$ cat src/rtl/izh_monitor_pkg.sv
// Shared definitions for the Izhikevich spike ISI monitor: default sizes and FSM state type.
package izh_monitor_pkg;

  localparam int ISI_W_DEFAULT      = 8;
  localparam int FIFO_DEPTH_DEFAULT = 4;

  typedef enum logic {
    IDLE  = 1'b0,
    ARMED = 1'b1
  } mon_state_t;

endpackage

$ cat src/rtl/isi_fifo.sv
// Synchronous FIFO for ISI samples: explicit level counter, combinational head read, clear input.
module isi_fifo #(
  parameter int W     = 8,
  parameter int DEPTH = 4
) (
  input  logic                     clk,
  input  logic                     rst_n,
  input  logic                     clear,
  input  logic                     push,
  input  logic                     pop,
  input  logic [W-1:0]             din,
  output logic [W-1:0]             dout,
  output logic [$clog2(DEPTH):0]   level,
  output logic                     full,
  output logic                     empty
);

  localparam int PTR_W = $clog2(DEPTH);
  localparam int LVL_W = PTR_W + 1;

  logic [W-1:0]     mem_reg [DEPTH];
  logic [PTR_W-1:0] wr_ptr_reg;
  logic [PTR_W-1:0] rd_ptr_reg;
  logic [LVL_W-1:0] level_reg;
  logic             pop_eff;
  logic             push_eff;

  assign empty    = (level_reg == '0);
  assign full     = (level_reg == LVL_W'(DEPTH));
  assign pop_eff  = pop && !empty;
  // A full FIFO still accepts a push when the head leaves in the same cycle.
  assign push_eff = push && (!full || pop_eff);
  assign level    = level_reg;
  assign dout     = empty ? '0 : mem_reg[rd_ptr_reg];

  // Storage needs no reset: stale entries are never visible while the level says empty.
  always_ff @(posedge clk) begin
    if (!clear && push_eff) begin
      mem_reg[wr_ptr_reg] <= din;
    end
  end

  always_ff @(posedge clk or negedge rst_n) begin
    if (!rst_n) begin
      wr_ptr_reg <= '0;
      rd_ptr_reg <= '0;
      level_reg  <= '0;
    end else if (clear) begin
      wr_ptr_reg <= '0;
      rd_ptr_reg <= '0;
      level_reg  <= '0;
    end else begin
      if (push_eff) wr_ptr_reg <= wr_ptr_reg + 1'b1;
      if (pop_eff)  rd_ptr_reg <= rd_ptr_reg + 1'b1;
      if (push_eff && !pop_eff)      level_reg <= level_reg + 1'b1;
      else if (pop_eff && !push_eff) level_reg <= level_reg - 1'b1;
    end
  end

endmodule

$ cat src/rtl/spike_isi_monitor.sv
// Inter-spike interval monitor: counts step_en pulses between spikes and queues ISIs for a byte consumer.
// Optional SPIKE_TOTAL_CNT_EN adds a 16-bit wrapping count of all spike pulses.
module spike_isi_monitor
  import izh_monitor_pkg::*;
#(
  parameter int ISI_W      = ISI_W_DEFAULT,
  parameter int FIFO_DEPTH = FIFO_DEPTH_DEFAULT
) (
  input  logic                          clk,
  input  logic                          rst_n,
  input  logic                          clear,
  input  logic                          step_en,
  input  logic                          spike,
  output logic [ISI_W-1:0]              out_data,
  output logic                          out_valid,
  input  logic                          out_ready,
  output logic [$clog2(FIFO_DEPTH):0]   fifo_level,
  output logic                          overflow,
  output logic                          armed
`ifdef SPIKE_TOTAL_CNT_EN
  ,
  output logic [15:0]                   spike_total
`endif
);

  localparam logic [ISI_W-1:0] CNT_MAX = '1;

  mon_state_t       state_reg;
  logic [ISI_W-1:0] cnt_reg;
  logic [ISI_W-1:0] cnt_inc;
  logic [ISI_W-1:0] isi_value;
  logic             overflow_reg;
  logic             push_req;
  logic             pop_req;
  logic             fifo_full;
  logic             fifo_empty;

  assign cnt_inc   = (cnt_reg == CNT_MAX) ? cnt_reg : cnt_reg + 1'b1;
  // The spike cycle's own step pulse belongs to the interval that ends here.
  assign isi_value = step_en ? cnt_inc : cnt_reg;
  assign push_req  = !clear && spike && (state_reg == ARMED);
  assign pop_req   = !fifo_empty && out_ready;

  assign out_valid = !fifo_empty;
  assign overflow  = overflow_reg;
  assign armed     = (state_reg == ARMED);

  always_ff @(posedge clk or negedge rst_n) begin
    if (!rst_n) begin
      state_reg    <= IDLE;
      cnt_reg      <= '0;
      overflow_reg <= 1'b0;
    end else if (clear) begin
      state_reg    <= IDLE;
      cnt_reg      <= '0;
      overflow_reg <= 1'b0;
    end else begin
      case (state_reg)
        IDLE: begin
          if (spike) begin
            state_reg <= ARMED;
            cnt_reg   <= '0;
          end
        end
        ARMED: begin
          if (spike)        cnt_reg <= '0;
          else if (step_en) cnt_reg <= cnt_inc;
        end
        default: state_reg <= IDLE;
      endcase
      if (push_req && fifo_full && !pop_req) overflow_reg <= 1'b1;
    end
  end

`ifdef SPIKE_TOTAL_CNT_EN
  logic [15:0] total_reg;

  always_ff @(posedge clk or negedge rst_n) begin
    if (!rst_n)      total_reg <= '0;
    else if (clear)  total_reg <= '0;
    else if (spike)  total_reg <= total_reg + 16'd1;
  end

  assign spike_total = total_reg;
`endif

  isi_fifo #(
    .W     (ISI_W),
    .DEPTH (FIFO_DEPTH)
  ) u_fifo (
    .clk   (clk),
    .rst_n (rst_n),
    .clear (clear),
    .push  (push_req),
    .pop   (pop_req),
    .din   (isi_value),
    .dout  (out_data),
    .level (fifo_level),
    .full  (fifo_full),
    .empty (fifo_empty)
  );

endmodule

$ cat config.mk
export PLATFORM = sky130hd
export DESIGN_NAME = spike_isi_monitor
export DESIGN_NICKNAME = d
export VERILOG_FILES = /design/src/rtl/izh_monitor_pkg.sv /design/src/rtl/isi_fifo.sv /design/src/rtl/spike_isi_monitor.sv
export SDC_FILE = /design/constraint.sdc
export NUM_CORES = 1
export LEC_CHECK = 0
export CORE_MARGIN = 1
export CORE_UTILIZATION = 40
export CTS_CLUSTER_DIAMETER = 150
export CTS_CLUSTER_SIZE = 10
export DETAILED_ROUTE_END_ITERATION = 6
export PLACE_DENSITY_LB_ADDON = 0.05
export SETUP_SLACK_MARGIN = 0.15
export SLEW_MARGIN = 20
export SYNTH_ARGS = -nofsm -noshare
export SYNTH_HDL_FRONTEND = slang
export SYNTH_SLANG_ARGS = --single-unit
$ cat constraint.sdc
create_clock -name clk -period 2.58 [get_ports clk]
set_clock_uncertainty 0.2 [all_clocks]
set_input_delay 0.516 -clock clk [delete_from_list [all_inputs] [get_ports clk]]
set_output_delay 0.516 -clock clk [all_outputs]
set_load 0.02 [all_outputs]
Yosys cells after proc, flatten, opt, wreduce, memory -nomap -nowiden
Memories as Yosys holds them, arrays and structs flattened.
Index checks and enable logic that the tools add are counted.
{"block": "classes", "muxes": 21, "eq_ne": 3, "n_bitwise": 1, "n_reduce_logical": 22, "n_addsub": 5}
{"cell": "8-bit two-way mux", "count": 6}
{"cell": "8-bit one-hot mux with 2 select lines", "count": 1}
{"cell": "1-bit logical AND", "count": 10}
{"cell": "3-bit two-way mux", "count": 3}
{"cell": "8-bit by 1-bit adder with 8-bit output (second input constant)", "count": 1}
{"cell": "8-bit equality test (second input constant)", "count": 1}
{"cell": "2-bit two-way mux", "count": 4}
{"cell": "1-bit two-way mux", "count": 7}
{"cell": "1-bit logical NOT", "count": 6}
{"cell": "2-bit nonzero test", "count": 3}
{"cell": "2-bit by 1-bit adder with 2-bit output (second input constant)", "count": 2}
{"cell": "3-bit by 1-bit adder with 3-bit output (second input constant)", "count": 1}
{"cell": "3-bit equality test (second input constant)", "count": 1}
{"cell": "3-bit logical NOT", "count": 1}
{"cell": "3-bit != test (second input constant)", "count": 1}
{"cell": "3-bit nonzero test", "count": 1}
{"cell": "3-bit by 1-bit subtractor with 3-bit output (second input constant)", "count": 1}
{"cell": "1-bit logical OR", "count": 1}
{"cell": "1-bit inverter", "count": 1}
{"block": "word_totals", "regBits": 17, "mem_bits_rw": 32, "in_bits": 6, "mem_count": 1}
{"name": "u_fifo.mem_reg", "depth": 4, "width": 8, "read_ports": 1, "rd_clocked_by_memory_dff": 0, "wr": 1, "line_no": "isi_fifo.sv:21", "rtl": "logic [W-1:0] mem_reg [DEPTH];"}

Logic depth before layout (Yosys ltp)
{"block": "depth", "word_depth": 11, "mapped_depth": 9, "mapped_depth_nobuf": 7}

By module
Synthesis repeated with hierarchy kept, for this count alone.
{"block": "unflattened", "hier_cells": 193, "area_unflattened_um2": 2482.4}
{"module": "isi_fifo", "cells_per_inst": 113, "seq_area_each_um2": 1136.1, "area_per_inst_um2": 1786.7, "instances": 1}
{"module": "spike_isi_monitor", "cells_per_inst": 80, "seq_area_each_um2": 250.2, "area_per_inst_um2": 695.7, "instances": 1}

Worst setup path after synthesis
Ideal clock, no wire load.
{"block": "synth_timing", "path_type": "register -> register", "from": "register u_fifo.level_reg[1], in the netlist u_fifo.level[1]", "to": "register u_fifo.level_reg[2], in the netlist u_fifo.level[2]", "path_stages_with_launch": 8, "path_buffers": 1, "setup_slack_ns": 0.018, "setup_ns": 0.082, "t_arrival_ns": 2.280, "required_ns": 2.298, "path_cell_list": "dfrtp_1 > or4b_4 > nor2b_4 > buf_6 > and2_1 > fa_1 > a311o_1 > a31oi_1"}
{"block": "synth_via", "elab_chain_len": 9, "word_cells_on_any_way": 18, "classes_between": "add/sub (2); eq/ne (1); mux (3); reduce/logical (12)"}
{"item": "start, declared", "line_no": "isi_fifo.sv:24", "rtl": "logic [LVL_W-1:0] level_reg;"}
{"item": "start signal, assigned", "line_no": "isi_fifo.sv:55", "rtl": "if (push_eff && !pop_eff) level_reg <= level_reg + 1'b1;"}
{"item": "start signal, assigned", "line_no": "isi_fifo.sv:56", "rtl": "else if (pop_eff && !push_eff) level_reg <= level_reg - 1'b1;"}
{"item": "parallel branches: the longest is 9 deep, another holds 3-bit by 1-bit subtractor with 3-bit output"}
Several ways; the timed one is not identified. The select of a mux whose other input is x is not followed.
A chain may end at the register's enable or synchronous reset.

Final worst setup path
{"block": "layout_timing", "from": "register u_fifo.rd_ptr_reg[0]", "to": "output out_data[7]"}
{"block": "layout_via", "elab_chain_len": 2}
{"item": "start, declared", "line_no": "isi_fifo.sv:23", "rtl": "logic [PTR_W-1:0] rd_ptr_reg;"}
{"item": "start signal, assigned", "line_no": "isi_fifo.sv:54", "rtl": "if (pop_eff) rd_ptr_reg <= rd_ptr_reg + 1'b1;"}
{"item": "memory read 4 x 8 bit"}
{"item": "8-bit two-way mux", "line_no": "isi_fifo.sv:34", "rtl": "assign dout = empty ? '0 : mem_reg[rd_ptr_reg];"}
{"item": "end, declared", "line_no": "spike_isi_monitor.sv:14", "rtl": "output logic [ISI_W-1:0] out_data,"}
No other way between the ends.

==> impl_metrics.yaml <==
run_status:
  status: "completed"
critical_path:
  start_kind: "register"
  cp_max_fo: 4
  endpoint_kind: "output port"
  critPathSlowestCell: "mux4_2"
  crit_path_cell_trace: "clkbuf_16, mux4_2, and2_4, buf_4"
  worst-endpoint-required_ns: 1.86
  arrival_ns: 1.66
  slowest_delay_ns: 0.48
  path_class: "reg2out"
clock_network:
  cts_max_path_buffers: 2
  clk_pin_slew_ns: 0.09
  cts_root_buf: "clkbuf_8"
  clock-sinks: 49
  tritoncts: "built"
  htree_levels: 2
  insertion_delay_ns: 0.30
  numCtsBuffers: 5
routing:
  drt-initial-drc-count: 57
  wl_per_cell_um: 15.5
  viasPerCell: 5.22
  first_pass_iters: 4
  drt-total-wl_um: 4510
  ant_nets: 0
  drc: 0
  vias: 1518
global_routing:
  grt-ovfl-total: 0
  grt_max_degree: 16
  grt_pass1_wl_um: 7280
  grt_usage_pct: 15.7
  antenna_found_initial: 0
  first_global_vias: 1484
logic_synthesis:
  syn_area_per_cell_um2: 12.9
  yosys-top-cells-area: "edfxtp_1, dfrtp_1, mux4_2, and2_1, nor2_1"
  syn-num-nets: 198
  synth_area_mm2: 0.00239
  ys_seq_elements: 49
  ys_seq_area_share_pct: 57.9
  yosysTopAreaCell: "edfxtp_1"
  synth_top_area_share_pct: 40.1
  yosysUniqueCellTypes: 40
  synth_warnings: 0
  syn-instance-count: 186
sta:
  maxSlewHeadroom_pct: 64.9
  fmaxAchievable_mhz: 421
  tightest_slew_ns: 0.525
  final.min_clock_period_ns: 2.38
  rsz0062_at_grt: "yes"
  min_period_over_period_pct: 92.1
  slew_viol_final: 0
  setup_violations: 0
  whs_ns: 0.348
  hold_viol: 0
die:
  core_area_mm2: 0.00564
  ios: 20
  die_h_um: 79.4
  fp-row-count: 27
  start_util_pct: 42.4
  die-width_um: 79.4
  die-area_mm2: 0.00630
cells_and_area:
  instances_no_fill: 291
  syn2layout_area_growth_pct: 20.7
  antennaDiodeCount: 0
  finalNetCount: 230
  largest_reg_flops: 32
  layout-drive-gt1-share_pct: 27.9
power_and_ir_drop:
  leakage_nw: 1.12
  power_per_cell_area_mw_per_mm2: 832
  vdd_drop_max_v: 0.000436
place:
  dp.cells: 279
  gp_congestion: 0.756
  hpwl_um: 3140
  io_buffers: 19
run:
  maxCapViolCount: 0
worst_hold_path:
  min_path_type: "in2async"
==> power breakdown <==
group          internal [mW]  switching, mW
Clock                  0.191          0.253
Combinational          0.585          0.465
Sequential             0.872         0.0377
Total                   1.65          0.756
==> critical path, delay by kind of cell (launching register included) <==
| family | cells | cell delay [ns] |
|---|---|---|
| AND/OR/NAND/NOR | 1 | 0.15 |
| buffers and inverters | 2 | 0.31 |
| flip-flops | 1 | 0.42 |
| multiplexers | 1 | 0.48 |
==> cells in the final DEF (no fill, tap or decap), types with 2 or more instances in the layout <==
master	netlist	layout
edfxtp_1	32	32
nor2_1	23	23
buf_4	0	17
dfrtp_1	17	14
nand2_1	13	13
and2_4	0	9
clkdlybuf4s50_1	0	9
mux4_2	8	8
inv_1	7	7
nand3_1	6	6
and2_1	15	6
mux2i_1	5	5
ha_1	5	5
clkbuf_8	0	5
a21oi_1	4	4
xnor2_1	4	4
a31oi_1	3	3
and3_1	3	3
mux2_2	3	3
xor2_1	3	3
buf_6	1	3
dfrtp_2	0	3
o21ai_0	3	2
o22ai_1	2	2
a211oi_1	2	2
clkinvlp_4	0	2
dlygate4sd2_1	0	2
==> final timing paths <==
kind	start	endpoint	slack, ns	depth (start not counted)
hold / removal	rst_n	u_fifo.level[2]	0.35	1
setup / recovery	u_fifo.rd_ptr_reg[0]	out_data[7]	0.20	4
setup reg to reg	u_fifo.level[1]	u_fifo.level[1]	0.20	6
min in group clk	overflow	overflow	0.35	2
hold reg to reg	overflow	overflow	0.35	2
max in group asynchronous	rst_n	cnt_reg[6]	1.33	2
==> final cells by class <==
class / count / area (µm²)
clock buffers: 6 / 72.6
clock inverters: 2 / 15.0
fillers: 491 / 2750
inverters: 7 / 26.3
multi-input cells: 122 / 981
flip-flops and latches: 49 / 1390
well taps: 72 / 90.1
repair buffers: 33 / 314
==> cell families (layout without fill, tap and decap cells) <==
kind of cell	count (synthesis)	count (layout)	synth area share, %
flip-flops	49	49	57.9
adder cells (fa/ha/maj)	6	6	3.45
AND/OR/NAND/NOR	72	72	15.9
multiplexers	18	18	12.0
XOR/XNOR	7	7	2.56
buffers and inverters	15	48	2.72
AO/OA/AOI/OAI	19	19	5.44
==> what timing repair did <==
action / in CTS / in global routing
hold buffers: 0 / 0
resized for setup: 28 / 30
setup buffers: 1 / 2
cloned: 0 / 1
pin swaps: 5 / 6
setup endpoints to repair: 11 / 13
==> metal layers <==
layer | up-vias | GRT usage, % | share of wire, %
met1 | 737 | 18.9 | 45
li1 | 735 | - | -
met4 | 0 | 4.91 | 1.3
met5 | - | 0 | 0
met2 | 40 | 27.8 | 50
met3 | 6 | 3.45 | 3.7
==> cell usage after synthesis <==
master,instances
and4_1,1
a31oi_1,3
xor2_1,3
xnor2_1,4
nand3b_4,1
buf_1,1
mux2_2,3
o2111a_1,1
dfrtp_1,17
mux2_1,2
o21ai_0,3
inv_1,7
or3_1,2
o311a_1,1
ha_1,5
or4b_4,1
nand2b_1,1
nor2b_4,1
nor2b_1,1
nand2_1,13
nor3_1,2
buf_2,1
a311o_1,1
o22ai_1,2
nand4_1,1
fa_1,1
nand3_1,6
a31o_1,1
buf_6,1
and3_1,3
a21oi_1,4
a31o_2,1
mux4_2,8
a211oi_1,2
and2_1,15
edfxtp_1,32
nor2_1,23
mux2i_1,5
or2_2,1
clkbuf_1,5
==> metrics by stage <==
stage / setup TNS [ns] / worst slack, ns / area (µm²) / util (%) / power [mW]
after CTS: 0 / 0.0755 / 2840 / 50.3 / 2.27
after floorplan: 0 / 0.0577 / 2400 / - / 1.46
after detailed placement: -0.610 / -0.306 / 2730 / 48.4 / 1.84
final: 0 / 0.204 / 2890 / 51.2 / 2.40
after global routing: 0 / 0.138 / 2890 / 51.2 / 2.55
after global placement: -0.541 / -0.278 / 2730 / 48.4 / 1.82
(Power assumes the default switching activity.)
